File: src/rtl/spi_trace_tx_if.sv
// Bus bundle for the spi_trace_tx debug trace serializer.
// The master side drives the capture request and the four trace words;
// the slave side (the serializer) drives the serial pins and status flags.
interface spi_trace_tx_if #(
    parameter int WIDTH = 32
);
    logic             capture;
    logic [3:0]       ch_valid;
    logic [WIDTH-1:0] pc;
    logic [WIDTH-1:0] imem_data;
    logic [WIDTH-1:0] dmem_wdata;
    logic [WIDTH-1:0] dmem_rdata;

    logic             busy;
    logic             spi_sck;
    logic             pc_cs;
    logic             imem_data_cs;
    logic             dmem_wdata_cs;
    logic             dmem_rdata_cs;
    logic             pc_mosi;
    logic             imem_data_mosi;
    logic             dmem_wdata_mosi;
    logic             dmem_rdata_mosi;
    logic             overrun;

    modport master (
        output capture, ch_valid, pc, imem_data, dmem_wdata, dmem_rdata,
        input  busy, spi_sck, pc_cs, imem_data_cs, dmem_wdata_cs, dmem_rdata_cs,
        input  pc_mosi, imem_data_mosi, dmem_wdata_mosi, dmem_rdata_mosi, overrun
    );

    modport slave (
        input  capture, ch_valid, pc, imem_data, dmem_wdata, dmem_rdata,
        output busy, spi_sck, pc_cs, imem_data_cs, dmem_wdata_cs, dmem_rdata_cs,
        output pc_mosi, imem_data_mosi, dmem_wdata_mosi, dmem_rdata_mosi, overrun
    );
endinterface

File: src/rtl/spi_trace_tx.sv
// spi_trace_tx: four-channel parallel SPI trace serializer.
// A capture strobe latches pc / imem_data / dmem_wdata / dmem_rdata and the
// channel-valid mask, then shifts all words MSB-first on one shared sck.
// Channel index: 0 pc, 1 imem_data, 2 dmem_wdata, 3 dmem_rdata.
// Optional build macro TRACE_SKID_EN adds a one-entry skid buffer that holds
// a capture arriving mid-frame and starts it right after the current HOLD.
module spi_trace_tx #(
    parameter int WIDTH  = 32,
    parameter int CLKDIV = 2
) (
    input  logic          clk,
    input  logic          rst,
    spi_trace_tx_if.slave bus
);
    localparam int       CW       = $clog2(WIDTH + 1);
    localparam logic [7:0] DIV_LAST = 8'(CLKDIV - 1);

    typedef enum logic [2:0] {
        IDLE     = 3'd0,
        SETUP    = 3'd1,
        SHIFT_HI = 3'd2,
        SHIFT_LO = 3'd3,
        HOLD     = 3'd4
    } state_t;

    state_t                 state;
    logic [7:0]             div_cnt;
    logic [CW-1:0]          bits_left;
    logic [3:0][WIDTH-1:0]  shreg;
    logic [3:0]             mask;
    logic                   busy_q;
    logic                   sck_q;
    logic [3:0]             cs_q;
    logic [3:0]             mosi_q;
    logic                   overrun_q;

    logic                   div_done;
    logic                   start;
    logic [3:0][WIDTH-1:0]  in_words;
    logic [3:0][WIDTH-1:0]  load_words;
    logic [3:0]             load_mask;

`ifdef TRACE_SKID_EN
    logic                   skid_full;
    logic [3:0][WIDTH-1:0]  skid_words;
    logic [3:0]             skid_mask;
`endif

    assign in_words[0] = bus.pc;
    assign in_words[1] = bus.imem_data;
    assign in_words[2] = bus.dmem_wdata;
    assign in_words[3] = bus.dmem_rdata;

    // Half-period terminal count and frame-start decision.
    always_comb begin
        div_done = (div_cnt == DIV_LAST);
        case (state)
            IDLE:    start = bus.capture;
`ifdef TRACE_SKID_EN
            HOLD:    start = div_done & (skid_full | bus.capture);
`endif
            default: start = 1'b0;
        endcase
    end

    // Pick the frame source: a held skid entry takes priority over live inputs.
    always_comb begin
`ifdef TRACE_SKID_EN
        if (skid_full) begin
            load_words = skid_words;
            load_mask  = skid_mask;
        end else begin
            load_words = in_words;
            load_mask  = bus.ch_valid;
        end
`else
        load_words = in_words;
        load_mask  = bus.ch_valid;
`endif
    end

    // Frame sequencer: state, half-period divider, shifters and serial pins.
    always_ff @(posedge clk or posedge rst) begin
        if (rst) begin
            state     <= IDLE;
            div_cnt   <= 8'd0;
            bits_left <= '0;
            shreg     <= '0;
            mask      <= 4'b0000;
            busy_q    <= 1'b0;
            sck_q     <= 1'b0;
            cs_q      <= 4'b1111;
            mosi_q    <= 4'b0000;
        end else if (start) begin
            state     <= SETUP;
            div_cnt   <= 8'd0;
            bits_left <= CW'(WIDTH);
            shreg     <= load_words;
            mask      <= load_mask;
            busy_q    <= 1'b1;
            sck_q     <= 1'b0;
            cs_q      <= ~load_mask;
            for (int i = 0; i < 4; i++) begin
                mosi_q[i] <= load_mask[i] & load_words[i][WIDTH-1];
            end
        end else begin
            case (state)
                IDLE: begin
                    div_cnt <= 8'd0;
                end
                SETUP: begin
                    if (div_done) begin
                        div_cnt <= 8'd0;
                        sck_q   <= 1'b1;
                        state   <= SHIFT_HI;
                    end else begin
                        div_cnt <= div_cnt + 8'd1;
                    end
                end
                SHIFT_HI: begin
                    if (div_done) begin
                        div_cnt   <= 8'd0;
                        sck_q     <= 1'b0;
                        state     <= SHIFT_LO;
                        bits_left <= bits_left - CW'(1);
                        // Next bit goes out on the falling edge; the last bit
                        // stays on the wire through its low phase.
                        if (bits_left != CW'(1)) begin
                            for (int i = 0; i < 4; i++) begin
                                shreg[i]  <= {shreg[i][WIDTH-2:0], 1'b0};
                                mosi_q[i] <= mask[i] & shreg[i][WIDTH-2];
                            end
                        end
                    end else begin
                        div_cnt <= div_cnt + 8'd1;
                    end
                end
                SHIFT_LO: begin
                    if (div_done) begin
                        div_cnt <= 8'd0;
                        if (bits_left == CW'(0)) begin
                            cs_q   <= 4'b1111;
                            mosi_q <= 4'b0000;
                            state  <= HOLD;
                        end else begin
                            sck_q <= 1'b1;
                            state <= SHIFT_HI;
                        end
                    end else begin
                        div_cnt <= div_cnt + 8'd1;
                    end
                end
                HOLD: begin
                    if (div_done) begin
                        div_cnt <= 8'd0;
                        busy_q  <= 1'b0;
                        state   <= IDLE;
                    end else begin
                        div_cnt <= div_cnt + 8'd1;
                    end
                end
                default: begin
                    state   <= IDLE;
                    div_cnt <= 8'd0;
                    busy_q  <= 1'b0;
                    sck_q   <= 1'b0;
                    cs_q    <= 4'b1111;
                    mosi_q  <= 4'b0000;
                end
            endcase
        end
    end

`ifdef TRACE_SKID_EN
    // Skid buffer fill/drain and sticky overrun when the buffer is already full.
    always_ff @(posedge clk or posedge rst) begin
        if (rst) begin
            skid_full  <= 1'b0;
            skid_words <= '0;
            skid_mask  <= 4'b0000;
            overrun_q  <= 1'b0;
        end else if (start && skid_full) begin
            // Entry drains into the new frame; a capture on this edge refills it.
            skid_full <= bus.capture;
            if (bus.capture) begin
                skid_words <= in_words;
                skid_mask  <= bus.ch_valid;
            end else begin
                skid_words <= skid_words;
                skid_mask  <= skid_mask;
            end
        end else if (bus.capture && busy_q && !start) begin
            if (skid_full) begin
                overrun_q <= 1'b1;
            end else begin
                skid_full  <= 1'b1;
                skid_words <= in_words;
                skid_mask  <= bus.ch_valid;
            end
        end else begin
            skid_full <= skid_full;
        end
    end
`else
    // Sticky overrun: any capture while a frame is in flight is dropped.
    always_ff @(posedge clk or posedge rst) begin
        if (rst) begin
            overrun_q <= 1'b0;
        end else if (bus.capture && busy_q) begin
            overrun_q <= 1'b1;
        end else begin
            overrun_q <= overrun_q;
        end
    end
`endif

    assign bus.busy            = busy_q;
    assign bus.spi_sck         = sck_q;
    assign bus.pc_cs           = cs_q[0];
    assign bus.imem_data_cs    = cs_q[1];
    assign bus.dmem_wdata_cs   = cs_q[2];
    assign bus.dmem_rdata_cs   = cs_q[3];
    assign bus.pc_mosi         = mosi_q[0];
    assign bus.imem_data_mosi  = mosi_q[1];
    assign bus.dmem_wdata_mosi = mosi_q[2];
    assign bus.dmem_rdata_mosi = mosi_q[3];
    assign bus.overrun         = overrun_q;
endmodule
File: src/flat_wrapper.sv
// flat-port wrapper written by rule: the top's interface ports become plain ports
module spi_trace_tx_flat 
#(
    parameter int WIDTH  = 32,
    parameter int CLKDIV = 2
)
  (clk, rst, bus_capture, bus_ch_valid, bus_pc, bus_imem_data, bus_dmem_wdata, bus_dmem_rdata, bus_busy, bus_spi_sck, bus_pc_cs, bus_imem_data_cs, bus_dmem_wdata_cs, bus_dmem_rdata_cs, bus_pc_mosi, bus_imem_data_mosi, bus_dmem_wdata_mosi, bus_dmem_rdata_mosi, bus_overrun);
  spi_trace_tx_if #(.WIDTH(WIDTH)) bus_i ();
  input  logic clk;
  input  logic rst;
  input wire logic [$bits(bus_i.capture)-1:0] bus_capture;
  input wire logic [$bits(bus_i.ch_valid)-1:0] bus_ch_valid;
  input wire logic [$bits(bus_i.pc)-1:0] bus_pc;
  input wire logic [$bits(bus_i.imem_data)-1:0] bus_imem_data;
  input wire logic [$bits(bus_i.dmem_wdata)-1:0] bus_dmem_wdata;
  input wire logic [$bits(bus_i.dmem_rdata)-1:0] bus_dmem_rdata;
  output wire logic [$bits(bus_i.busy)-1:0] bus_busy;
  output wire logic [$bits(bus_i.spi_sck)-1:0] bus_spi_sck;
  output wire logic [$bits(bus_i.pc_cs)-1:0] bus_pc_cs;
  output wire logic [$bits(bus_i.imem_data_cs)-1:0] bus_imem_data_cs;
  output wire logic [$bits(bus_i.dmem_wdata_cs)-1:0] bus_dmem_wdata_cs;
  output wire logic [$bits(bus_i.dmem_rdata_cs)-1:0] bus_dmem_rdata_cs;
  output wire logic [$bits(bus_i.pc_mosi)-1:0] bus_pc_mosi;
  output wire logic [$bits(bus_i.imem_data_mosi)-1:0] bus_imem_data_mosi;
  output wire logic [$bits(bus_i.dmem_wdata_mosi)-1:0] bus_dmem_wdata_mosi;
  output wire logic [$bits(bus_i.dmem_rdata_mosi)-1:0] bus_dmem_rdata_mosi;
  output wire logic [$bits(bus_i.overrun)-1:0] bus_overrun;
  assign bus_i.capture = bus_capture;
  assign bus_i.ch_valid = bus_ch_valid;
  assign bus_i.pc = bus_pc;
  assign bus_i.imem_data = bus_imem_data;
  assign bus_i.dmem_wdata = bus_dmem_wdata;
  assign bus_i.dmem_rdata = bus_dmem_rdata;
  assign bus_busy = bus_i.busy;
  assign bus_spi_sck = bus_i.spi_sck;
  assign bus_pc_cs = bus_i.pc_cs;
  assign bus_imem_data_cs = bus_i.imem_data_cs;
  assign bus_dmem_wdata_cs = bus_i.dmem_wdata_cs;
  assign bus_dmem_rdata_cs = bus_i.dmem_rdata_cs;
  assign bus_pc_mosi = bus_i.pc_mosi;
  assign bus_imem_data_mosi = bus_i.imem_data_mosi;
  assign bus_dmem_wdata_mosi = bus_i.dmem_wdata_mosi;
  assign bus_dmem_rdata_mosi = bus_i.dmem_rdata_mosi;
  assign bus_overrun = bus_i.overrun;
  spi_trace_tx #(.WIDTH(WIDTH), .CLKDIV(CLKDIV)) u_core (.clk(clk), .rst(rst), .bus(bus_i));
endmodule
File: config.mk
export PLATFORM = sky130hd
export DESIGN_NAME = spi_trace_tx_flat
export DESIGN_NICKNAME = d
export VERILOG_FILES = /design/src/rtl/spi_trace_tx_if.sv /design/src/rtl/spi_trace_tx.sv /design/src/flat_wrapper.sv
export SDC_FILE = /design/constraint.sdc
export NUM_CORES = 1
export LEC_CHECK = 0
export BUFFER_PORTS_ARGS = -buffer_cell sky130_fd_sc_hd__buf_2
export CAP_MARGIN = 20
export CORE_MARGIN = 1.5
export CORE_UTILIZATION = 56
export DETAILED_ROUTE_END_ITERATION = 6
export PLACE_DENSITY = 0.79
export SLEW_MARGIN = 0
export SYNTH_ARGS = -nofsm -noshare
export SYNTH_HDL_FRONTEND = slang
export SYNTH_SLANG_ARGS = --single-unit
File: constraint.sdc
create_clock -name clk -period 6 [get_ports clk]
set_input_delay 1.2 -clock clk [delete_from_list [all_inputs] [get_ports clk]]
set_output_delay 1.2 -clock clk [all_outputs]
set_load 0.05 [all_outputs]
* After elaboration in Yosys (flattened, before gate mapping)
Index checks and enable logic that the tools add are counted.
Storage, ports and cells: output and inout bits 11, bits of input ports 135, flip-flop bits (word level) 156, logic and storage cells 96
Cells by class: equal/unequal tests 18, bitwise operators 9, add/subtract/negate cells 2, reduce and logical (&&, ||, !) cells 18, muxes and demuxes 36
Operators by type and width (count):
- 127-bit 2-to-1 mux | 4
- 4-bit 2-to-1 mux | 8
- 8-bit 2-to-1 mux | 3
- 3-bit 2-to-1 mux | 6
- 6-bit 2-to-1 mux | 3
- 3-bit by 1-bit inequality test with 1-bit output (second input constant) | 6
- 3-bit one-hot mux with 5 select lines | 1
- 5-bit AND reduction | 3
- 4-bit one-hot mux with 3 select lines | 1
- 4-bit OR reduction | 3
- 2-bit by 1-bit inequality test with 1-bit output (second input constant) | 5
- 8-bit by 1-bit adder with 8-bit output (second input constant) | 1
- 1-bit AND | 8
- 8-bit by 1-bit equality test with 1-bit output (second input constant) | 1
- 4-bit one-hot mux with 2 select lines | 1
- 1-bit 2-to-1 mux | 7
- 3-bit by 2-bit equality test with 1-bit output (second input constant) | 2
- 6-bit logical NOT | 1
- 6-bit by 1-bit inequality test with 1-bit output (second input constant) | 1
- 3-bit AND reduction | 2
- 2-bit nonzero test | 3
- 6-bit by 1-bit subtractor with 6-bit output (second input constant) | 1
- 4-bit NOT | 1
- 1-bit one-hot mux with 4 select lines | 1
- other kinds (9) | 10

* Depth between registers and ports, before layout
Gate-level depths: netlist (run 1).
depth in word-level cells 5, gate-level depth with buffers 9, mapped depth without buffers 7

* Worst setup path before layout (run 1)
No wires, ideal clock.
path kind input -> register, start input port bus_capture, end register u_core.shreg[10] (netlist bit), cell stages on the path 8, data required time 5935 ps, setup time 65 ps, buffers on the path 3, path slack 3513 ps, data arrival time 2422 ps, cell sequence nand2b_1 -> nor3_1 -> clkbuf_1 -> buf_2 -> clkbuf_1 -> nor3_1 -> nor2_1 -> o22a_1
Between the ends: cells in the longest elaborated chain, start to end 3, elaborated cells on any way between the ends 6, classes of those cells mux (2); reduce/logical (4)
RTL lines:
- start, declared | RTL line flat_wrapper.sv:11 | input wire logic [$bits(bus_i.capture)-1:0] bus_capture;
- 1-bit 2-to-1 mux (*) | RTL line spi_trace_tx.sv:57 | case (state)
- 2-bit nonzero test (no source line)
- 3-bit AND reduction (no source line)
- end signal, assigned | RTL line spi_trace_tx.sv:98 | shreg <= load_words;
- end signal, assigned by index | RTL line spi_trace_tx.sv:130 | shreg[i] <= {shreg[i][WIDTH-2:0], 1'b0};
- end, declared | RTL line spi_trace_tx.sv:29 | logic [3:0][WIDTH-1:0] shreg;
Mark *: on every way between the ends. The rest lies on a longest branch, timed or not. A chain may end at the register's enable or synchronous reset.

* Worst setup path in the final report (run 1)
start register u_core.div_cnt[1], end register u_core.shreg[23] (netlist bit)
Between the ends: cells in the longest elaborated chain, start to end 3
RTL lines:
- start, declared | RTL line spi_trace_tx.sv:27 | logic [7:0] div_cnt;
- start signal, assigned | RTL line spi_trace_tx.sv:117 | div_cnt <= div_cnt + 8'd1;
- start signal, assigned | RTL line spi_trace_tx.sv:135 | div_cnt <= div_cnt + 8'd1;
- start signal, assigned | RTL line spi_trace_tx.sv:150 | div_cnt <= div_cnt + 8'd1;
- 8-bit by 1-bit equality test with 1-bit output | RTL line spi_trace_tx.sv:56 | div_done = (div_cnt == DIV_LAST);
- 2-bit nonzero test (no source line)
- 3-bit AND reduction (no source line)
No other way between the ends.

==> metrics.md, run 1 <==
| Metric | Value |
|---|---|
| Result of the run | finished clean |
| Adder and majority gate portion of the synthesized area | 0.00818 |
| WS Path Type | reg -> reg |
| Final antenna-violating net count | 0 |
| Slew @ Worst Pin | 0.937 ns |
| Number of filler cells placed in the layout | between 1000 and 1500 |
| Fin Clk Skew | ~0.0070 ns |
| Max frequency | roughly 330 MHz |
| Critical path startpoint category | flop |
| Worst min-delay path category | reg -> reg |
| Total negative setup slack | 0 ns |
| DR iter-0 viols | about 490 |
| Floorplan die area | around 0.014 mm^2 |
| Cells traversed along the worst timing path | inv_1 > ha_1 > or4b_4 > o2bb2ai_4 > nand2_4 > a21oi_4 > buf_4 > o22a_1 |
| Starting density of the core | 0.575 |
| I/O pins | about 150 |
| Critical path arrival | between 3 and 4 ns |
| Number of iterations in the first detailed-routing pass | 5 |
| Max-slew violations | 0 |
| Setup violations, final | 0 |
| Worst vdd rail ir drop | 239 uV |
| Main combinational cell family by area after synthesis | simple AND/OR/NAND/NOR gates |
| Largest net degree at the start of global routing | 111 |
| CTS Sinks | between 150 and 200 |
| Number of flops mapped to enable cells by yosys | 0 |
| GRT overflow | 0 |
| Share of synthesized registers carrying an async set or reset | 1.00 |
| Number of nets in the synthesized netlist | 983 |
| Instance area at placement | about 0.0083 mm^2 |
| CTS tree | yes |
| Combined area of all synthesized cells | between 0.007 and 0.008 mm^2 |
| Final Critical Period | 3.03 ns |
| Cell at the root of the clock tree | sky130_fd_sc_hd__clkbuf_16 |
| Global-route wire length before repair | 29500 um |
| Number of DRC violations after detailed routing | 0 |
| Die H | 120 um |
| Via count | 6520 |
| Complex-gate fraction of the synthesized area | 0.163 |
| Cell count after synthesis | approximately 840 |
| Final layout net count | ~1100 |
| Horiz. Die Dim | around 120 um |
| Clock-pin slew on the worst setup and hold paths | around 0.060 ns |
| H-tree depth | 4 |
| DR WL/cell | roughly 15 um |
| Routed wire length | between 15000 and 20000 um |
| Post-layout total power | around 0.0045 W |
| Number of distinct standard cells referenced by the synthesized netlist | 40 |
| Post-synthesis xor/xnor area fraction | 0.0126 |
| Sequential cell area | 0.00391 mm^2 |
| Count of instances resized after the clock tree is built | 0 |
| Worst path max stage delay | between 0.6 and 0.7 ns |
| Number of register bits inferred by synthesis | roughly 160 |
| Average cell area after synthesis | between 9 and 10 um^2 |
| Number of rows created at floorplan | 42 |
| Fraction of final layout cells sized beyond drive strength 1 | 0.208 |
| RSZ-0062 raised after global routing | false |
| Worst max-slew margin expressed relative to the limit | 0.375 |
| Number of global-route vias before repair | approximately 6300 |
| Element type at the critical path end | flop |
| Minimum hold slack | between 0.4 and 0.5 ns |
| Crit Path Max Fanout | 67 |
| Area of the core region | approximately 0.013 mm^2 |
| Sequential element share of the synthesized area | 0.511 |
| Number of hold-slack violations in the final timing report | 0 |
| Post-CTS setup buffer count | 0 |
| Total of max-cap violations | 0 |
| Ant. Diodes | 0 |
| Cell depth of the worst min-delay path | 1 |
| Placer congestion estimate | between 0.8 and 0.9 |
| IO buf count | 145 |
| Leakage component of the power | roughly 3.9 nW |
| Half-perimeter wire length after placement | roughly 11000 um |
| Fin crit share | 0.505 |
| Fraction of synthesized area in multiplexers | 0.00442 |
| Buffer depth of the longest clock path | 2 |
| Max stage delay cell, worst path | sky130_fd_sc_hd__buf_4 |
| Cts hold-fix bufs | 0 |
| Gr usage total | 0.258 |
| Power per Cell Area | about 500 mW/mm^2 |
| Area grow syn2layout | 17.3% |
| Layout Cell Area excl Fill | about 0.009 mm^2 |
| Num CTS Buffers | 17 |
| Via count normalized by instance count | ~5.7 |
| Worst Reg-to-Reg Cells | 8 |
| Primary FF master, synth | sky130_fd_sc_hd__dfrtp_1 |
| Required time reported for the critical path endpoint | about 6.4 ns |
| Multi-input gate area in the final layout | approximately 0.0034 mm^2 |
| Ys Warns | 0 |
| Post-synthesis share of cell area spent on and, or, nand and nor gates | 0.250 |
| Skew-Pair Late Insertion Delay | about 0.42 ns |
| Antenna violations before repair | 0 |
[metal layers]
| metal | GRT usage | share of wire |
|---|---|---|
| met5 | 0 | 0 |
| met4 | 0.100 | 0.020 |
| met3 | 0.0509 | 0.044 |
| met2 | 0.407 | 0.49 |
| met1 | 0.357 | 0.45 |
[stage by stage]
step | worst slack [ns] | std cells | util
after floorplan | 0.600 | 843 | -
after global placement | 2.79 | 1101 | 0.628
after global routing | 2.79 | 1136 | 0.675
after CTS | 2.97 | 1133 | 0.670
final | 2.97 | 1136 | 0.675
after detailed placement | 2.66 | 1101 | 0.628
[cells in the final DEF, fill, tap and decap left out, types with 3 or more instances in the layout]
| master | count |
|---|---|
| sky130_fd_sc_hd__dfstp_2 | 4 |
| sky130_fd_sc_hd__buf_2 | 145 |
| sky130_fd_sc_hd__ha_1 | 5 |
| sky130_fd_sc_hd__buf_4 | 8 |
| sky130_fd_sc_hd__a22o_1 | 4 |
| sky130_fd_sc_hd__o22a_1 | 120 |
| sky130_fd_sc_hd__o21ai_0 | 4 |
| sky130_fd_sc_hd__a21oi_1 | 3 |
| sky130_fd_sc_hd__inv_1 | 5 |
| sky130_fd_sc_hd__nor2_1 | 258 |
| sky130_fd_sc_hd__clkbuf_8 | 4 |
| sky130_fd_sc_hd__nand2_1 | 25 |
| sky130_fd_sc_hd__clkbuf_16 | 17 |
| sky130_fd_sc_hd__xor2_1 | 9 |
| sky130_fd_sc_hd__o21a_1 | 4 |
| sky130_fd_sc_hd__clkinv_2 | 5 |
| sky130_fd_sc_hd__clkbuf_1 | 4 |
| sky130_fd_sc_hd__nand3_1 | 18 |
| sky130_fd_sc_hd__nor3_1 | 125 |
| sky130_fd_sc_hd__dfrtp_1 | 152 |
| sky130_fd_sc_hd__mux2_2 | 3 |
[critical path: cells and delay by family (launching register included)]
kind / cells / cell delay [ns]
AND/OR/NAND/NOR: 2 / 0.90
AO/OA/AOI/OAI: 3 / 0.79
buffers and inverters: 2 / 0.68
flip-flops: 1 / 0.41
adder cells (fa/ha/maj): 1 / 0.13
[sequential cells by signal (all words and copies together) (netlist names), 3 cells and up]
name / cells
u_core.mosi_q: 4
u_core.cs_q: 4
u_core.state: 3
u_core.div_cnt: 8
u_core.mask: 4
u_core.shreg: 124
u_core.bits_left: 6
[logic make-up after synthesis]
kind of cell / after synthesis
adders and majority gates: 5
DFF: 156
buffers and inverters: 78
xor gates and xnor gates: 11
muxes: 3
and+or+nand+nor: 445
AOI/OAI and AO/OA: 145
[final cells by class]
| type | count | share of cell area |
|---|---|---|
| Tap cell | 176 | 0.0245 |
| Clock inverter | 7 | 0.00697 |
| Timing Repair Buffer | 157 | 0.0972 |
| Sequential cell | 156 | 0.436 |
| Multi-Input combinational cell | 609 | 0.377 |
| Inverter | 6 | 0.00307 |
| Clock buffer | 25 | 0.0552 |
[path summary, 6_finish.rpt]
path	start	endpoint	slack (ns)
max in group asynchronous	rst	u_core.shreg[112]$_DFFE_PP0P_	3.99
worst max-delay path	u_core.div_cnt[1]$_DFF_PP0_	u_core.shreg[23]$_DFFE_PP0P_	2.97
min in group asynchronous	rst	u_core.shreg[46]$_DFFE_PP0P_	0.70
worst min-delay path	u_core.bus.overrun$_DFFE_PP0P_	u_core.bus.overrun$_DFFE_PP0P_	0.45
worst max register to register	u_core.div_cnt[1]$_DFF_PP0_	u_core.shreg[23]$_DFFE_PP0P_	2.97
worst min register to register	u_core.bus.overrun$_DFFE_PP0P_	u_core.bus.overrun$_DFFE_PP0P_	0.45
[cell usage after synthesis, types with 3 or more instances]
master	instances	area [um^2]
sky130_fd_sc_hd__nand2_1	26	97.6
sky130_fd_sc_hd__nand3_1	18	90.1
sky130_fd_sc_hd__clkbuf_1	49	184
sky130_fd_sc_hd__o22a_1	120	1050
sky130_fd_sc_hd__xor2_1	9	78.8
sky130_fd_sc_hd__o21ai_0	4	20.0
sky130_fd_sc_hd__a22o_1	4	35.0
sky130_fd_sc_hd__buf_6	11	124
sky130_fd_sc_hd__buf_2	6	30.0
sky130_fd_sc_hd__o21a_1	4	30.0
sky130_fd_sc_hd__nor2_1	258	968
sky130_fd_sc_hd__a21oi_1	3	15.0
sky130_fd_sc_hd__inv_1	6	22.5
sky130_fd_sc_hd__mux2_2	3	33.8
sky130_fd_sc_hd__ha_1	5	62.6
sky130_fd_sc_hd__and3_1	3	18.8
sky130_fd_sc_hd__nor3_1	126	631
sky130_fd_sc_hd__dfrtp_1	152	3800
sky130_fd_sc_hd__dfstp_2	4	105
sky130_fd_sc_hd__buf_1	6	22.5
[report_power, final]
part           switching, W  internal [W]
Clock              0.000401      0.000611
Sequential         0.000274       0.00150
Combinational      0.000889      0.000816
Total               0.00156       0.00293
(Power assumes the default switching activity.)
==> run 2: changes to the inputs <==
- CORE_UTILIZATION: 56 -> 50
- PLACE_DENSITY: 0.79 -> 0.74
- clock period: 6 -> 2.62 ns (I/O delays scaled with it)
==> metrics.md, run 2 (synthesized netlist as in run 1, its figures left out) <==
| Metric | Value |
|---|---|
| Worst vdd rail ir drop | between 500 and 600 uV |
| Skew-Pair Late Insertion Delay | about 0.42 ns |
| Count of instances resized after the clock tree is built | 0 |
| CTS tree | yes |
| Via count normalized by instance count | 5.62 |
| Clock-pin slew on the worst setup and hold paths | about 0.060 ns |
| Minimum hold slack | roughly 0.21 ns |
| Horiz. Die Dim | 127 um |
| Worst reg2reg startpoint | u_core.div_cnt[1]$_DFF_PP0_ |
| WS Path Type | reg -> reg |
| Num CTS Buffers | 17 |
| Multi-input gate area in the final layout | between 0.003 and 0.004 mm^2 |
| Most used cells in the layout excluding fill and tap cells | 258 x sky130_fd_sc_hd__nor2_1, 152 x sky130_fd_sc_hd__dfrtp_1, 145 x sky130_fd_sc_hd__buf_2 |
| Crit Path Max Fanout | 75 |
| Max frequency | roughly 440 MHz |
| Global-route wire length before repair | ~30000 um |
| Number of iterations in the first detailed-routing pass | 5 |
| Final antenna-violating net count | 0 |
| Post-CTS setup buffer count | 0 |
| R2R Setup Slk | 0.34 ns |
| RSZ-0062 raised after global routing | false |
| Placer congestion estimate | approximately 0.79 |
| Sequential cell area | 0.00391 mm^2 |
| Most frequent standard cell in the layout excluding fill and tap cells | sky130_fd_sc_hd__nor2_1 |
| Final layout net count | 1091 |
| Worst max-slew margin expressed relative to the limit | 0.466 |
| CTS Sinks | between 150 and 200 |
| Max stage delay cell, worst path | sky130_fd_sc_hd__or4b_4 |
| Largest registers | u_core.shreg x124, u_core.div_cnt x8, u_core.bits_left x6 |
| Power per Cell Area | 1160 mW/mm^2 |
| Area of the core region | around 0.015 mm^2 |
| Total of max-cap violations | 0 |
| Required time reported for the critical path endpoint | between 2 and 3 ns |
| DR WL/cell | 15.4 um |
| Result of the run | finished clean |
| Cells traversed along the worst timing path | inv_1 > ha_1 > or4b_4 > o2bb2ai_4 > nand2_4 > a21oi_4 > buf_12 > o22a_1 |
| Worst path max stage delay | 0.48 ns |
| Via count | between 6000 and 7000 |
| Number of DRC violations after detailed routing | 0 |
| Die H | approximately 130 um |
| Half-perimeter wire length after placement | between 10000 and 15000 um |
| Gr usage total | 0.232 |
| Starting density of the core | 0.507 |
| Floorplan die area | about 0.016 mm^2 |
| Worst min-delay path category | in -> async |
| Endpoint of the worst-slack reg-to-reg timing path | u_core.shreg[101]$_DFFE_PP0P_ |
| Ant. Diodes | 0 |
| Slew @ Worst Pin | around 0.80 ns |
| Number of filler cells placed in the layout | 1366 |
| Number of global-route vias before repair | ~6400 |
| Total negative setup slack | 0 ns |
| Element type at the critical path end | flop |
| Number of flip-flops under the largest register name | about 120 |
| Cell at the root of the clock tree | sky130_fd_sc_hd__clkbuf_16 |
| Fin Clk Skew | between 0.01 and 0.015 ns |
| Worst Reg-to-Reg Cells | 8 |
| Final Critical Period | roughly 2.3 ns |
| I/O pins | around 150 |
| Fraction of final layout cells sized beyond drive strength 1 | 0.213 |
| Antenna violations before repair | 0 |
| Leakage component of the power | slightly below 4 nW |
| Setup violations, final | 0 |
| DR iter-0 viols | around 520 |
| Routed wire length | between 15000 and 20000 um |
| Max-slew violations | 0 |
| Critical path startpoint category | flop |
| GRT overflow | 0 |
| Buffer depth of the longest clock path | 2 |
| Fin crit share | 0.869 |
| Largest net degree at the start of global routing | 105 |
| Area grow syn2layout | 19.1% |
| Number of hold-slack violations in the final timing report | 0 |
| IO buf count | 145 |
| Critical path arrival | 2.63 ns |
| H-tree depth | 4 |
| Number of rows created at floorplan | 45 |
| Cts hold-fix bufs | 0 |
| Register name with the most flops | u_core.shreg |
-- run 2: report_power, final --
group / total (W) / internal [W] / switching (W)
clock network: 0.00255 / 0.00162 / 0.000933
logic: 0.00395 / 0.00192 / 0.00203
registers: 0.00406 / 0.00344 / 0.000623
total: 0.0106 / 0.00698 / 0.00358
-- run 2: per-layer routing --
| layer | up-vias | wire (um) | global-route usage |
|---|---|---|---|
| met5 | - | 0 | 0 |
| met4 | 0 | 213 | 0.0655 |
| met3 | 21 | 749 | 0.0468 |
| met2 | 176 | 8300 | 0.381 |
| met1 | 3112 | 8490 | 0.317 |
| li1 | 3161 | - | - |
-- run 2: worst max-delay path: cells and delay by family (launching register included) --
family          cells  cell delay, ns
compound gates      3            0.65
simple gates        2            0.57
fa+ha+maj           1            0.12
flops               1            0.42
buf+inv             2            0.39
-- run 2: area by class of cell --
cell class	count	area share
clock buffer	25	0.0555
clock inverter	7	0.0121
inverter	6	0.00289
multi-input combinational	609	0.372
sequential	156	0.429
tap	188	0.0258
timing repair buffer	161	0.103
-- run 2: worst max path at each step --
stage | to | start | depth (start not counted)
finish | u_core.shreg[101]$_DFFE_PP0P_ | u_core.div_cnt[1]$_DFF_PP0_ | 8
CTS | u_core.shreg[123]$_DFFE_PP0P_ | u_core.div_cnt[1]$_DFF_PP0_ | 8
global placement | u_core.shreg[108]$_DFFE_PP0P_ | u_core.div_cnt[1]$_DFF_PP0_ | 8
floorplan | u_core.bits_left[0]$_DFFE_PP0P_ | rst | 1
detailed placement | u_core.shreg[123]$_DFFE_PP0P_ | u_core.div_cnt[1]$_DFF_PP0_ | 8
global route | u_core.mosi_q[3]$_DFFE_PP0P_ | u_core.div_cnt[1]$_DFF_PP0_ | 8
-- run 2: through the flow --
| stage | util | setup WS (ns) | total power, W | cell area (um^2) | cells |
|---|---|---|---|---|---|
| finish | 0.603 | 0.344 | 0.0106 | 9100 | 1152 |
| global route | 0.603 | 0.172 | 0.0113 | 9100 | 1152 |
| CTS | 0.603 | 0.361 | 0.0106 | 9100 | 1152 |
| detailed placement | 0.563 | 0.387 | 0.00804 | 8490 | 1120 |
| global placement | 0.563 | 0.429 | 0.00792 | 8490 | 1120 |
| floorplan | - | 0.126 | 0.00722 | 7650 | 843 |
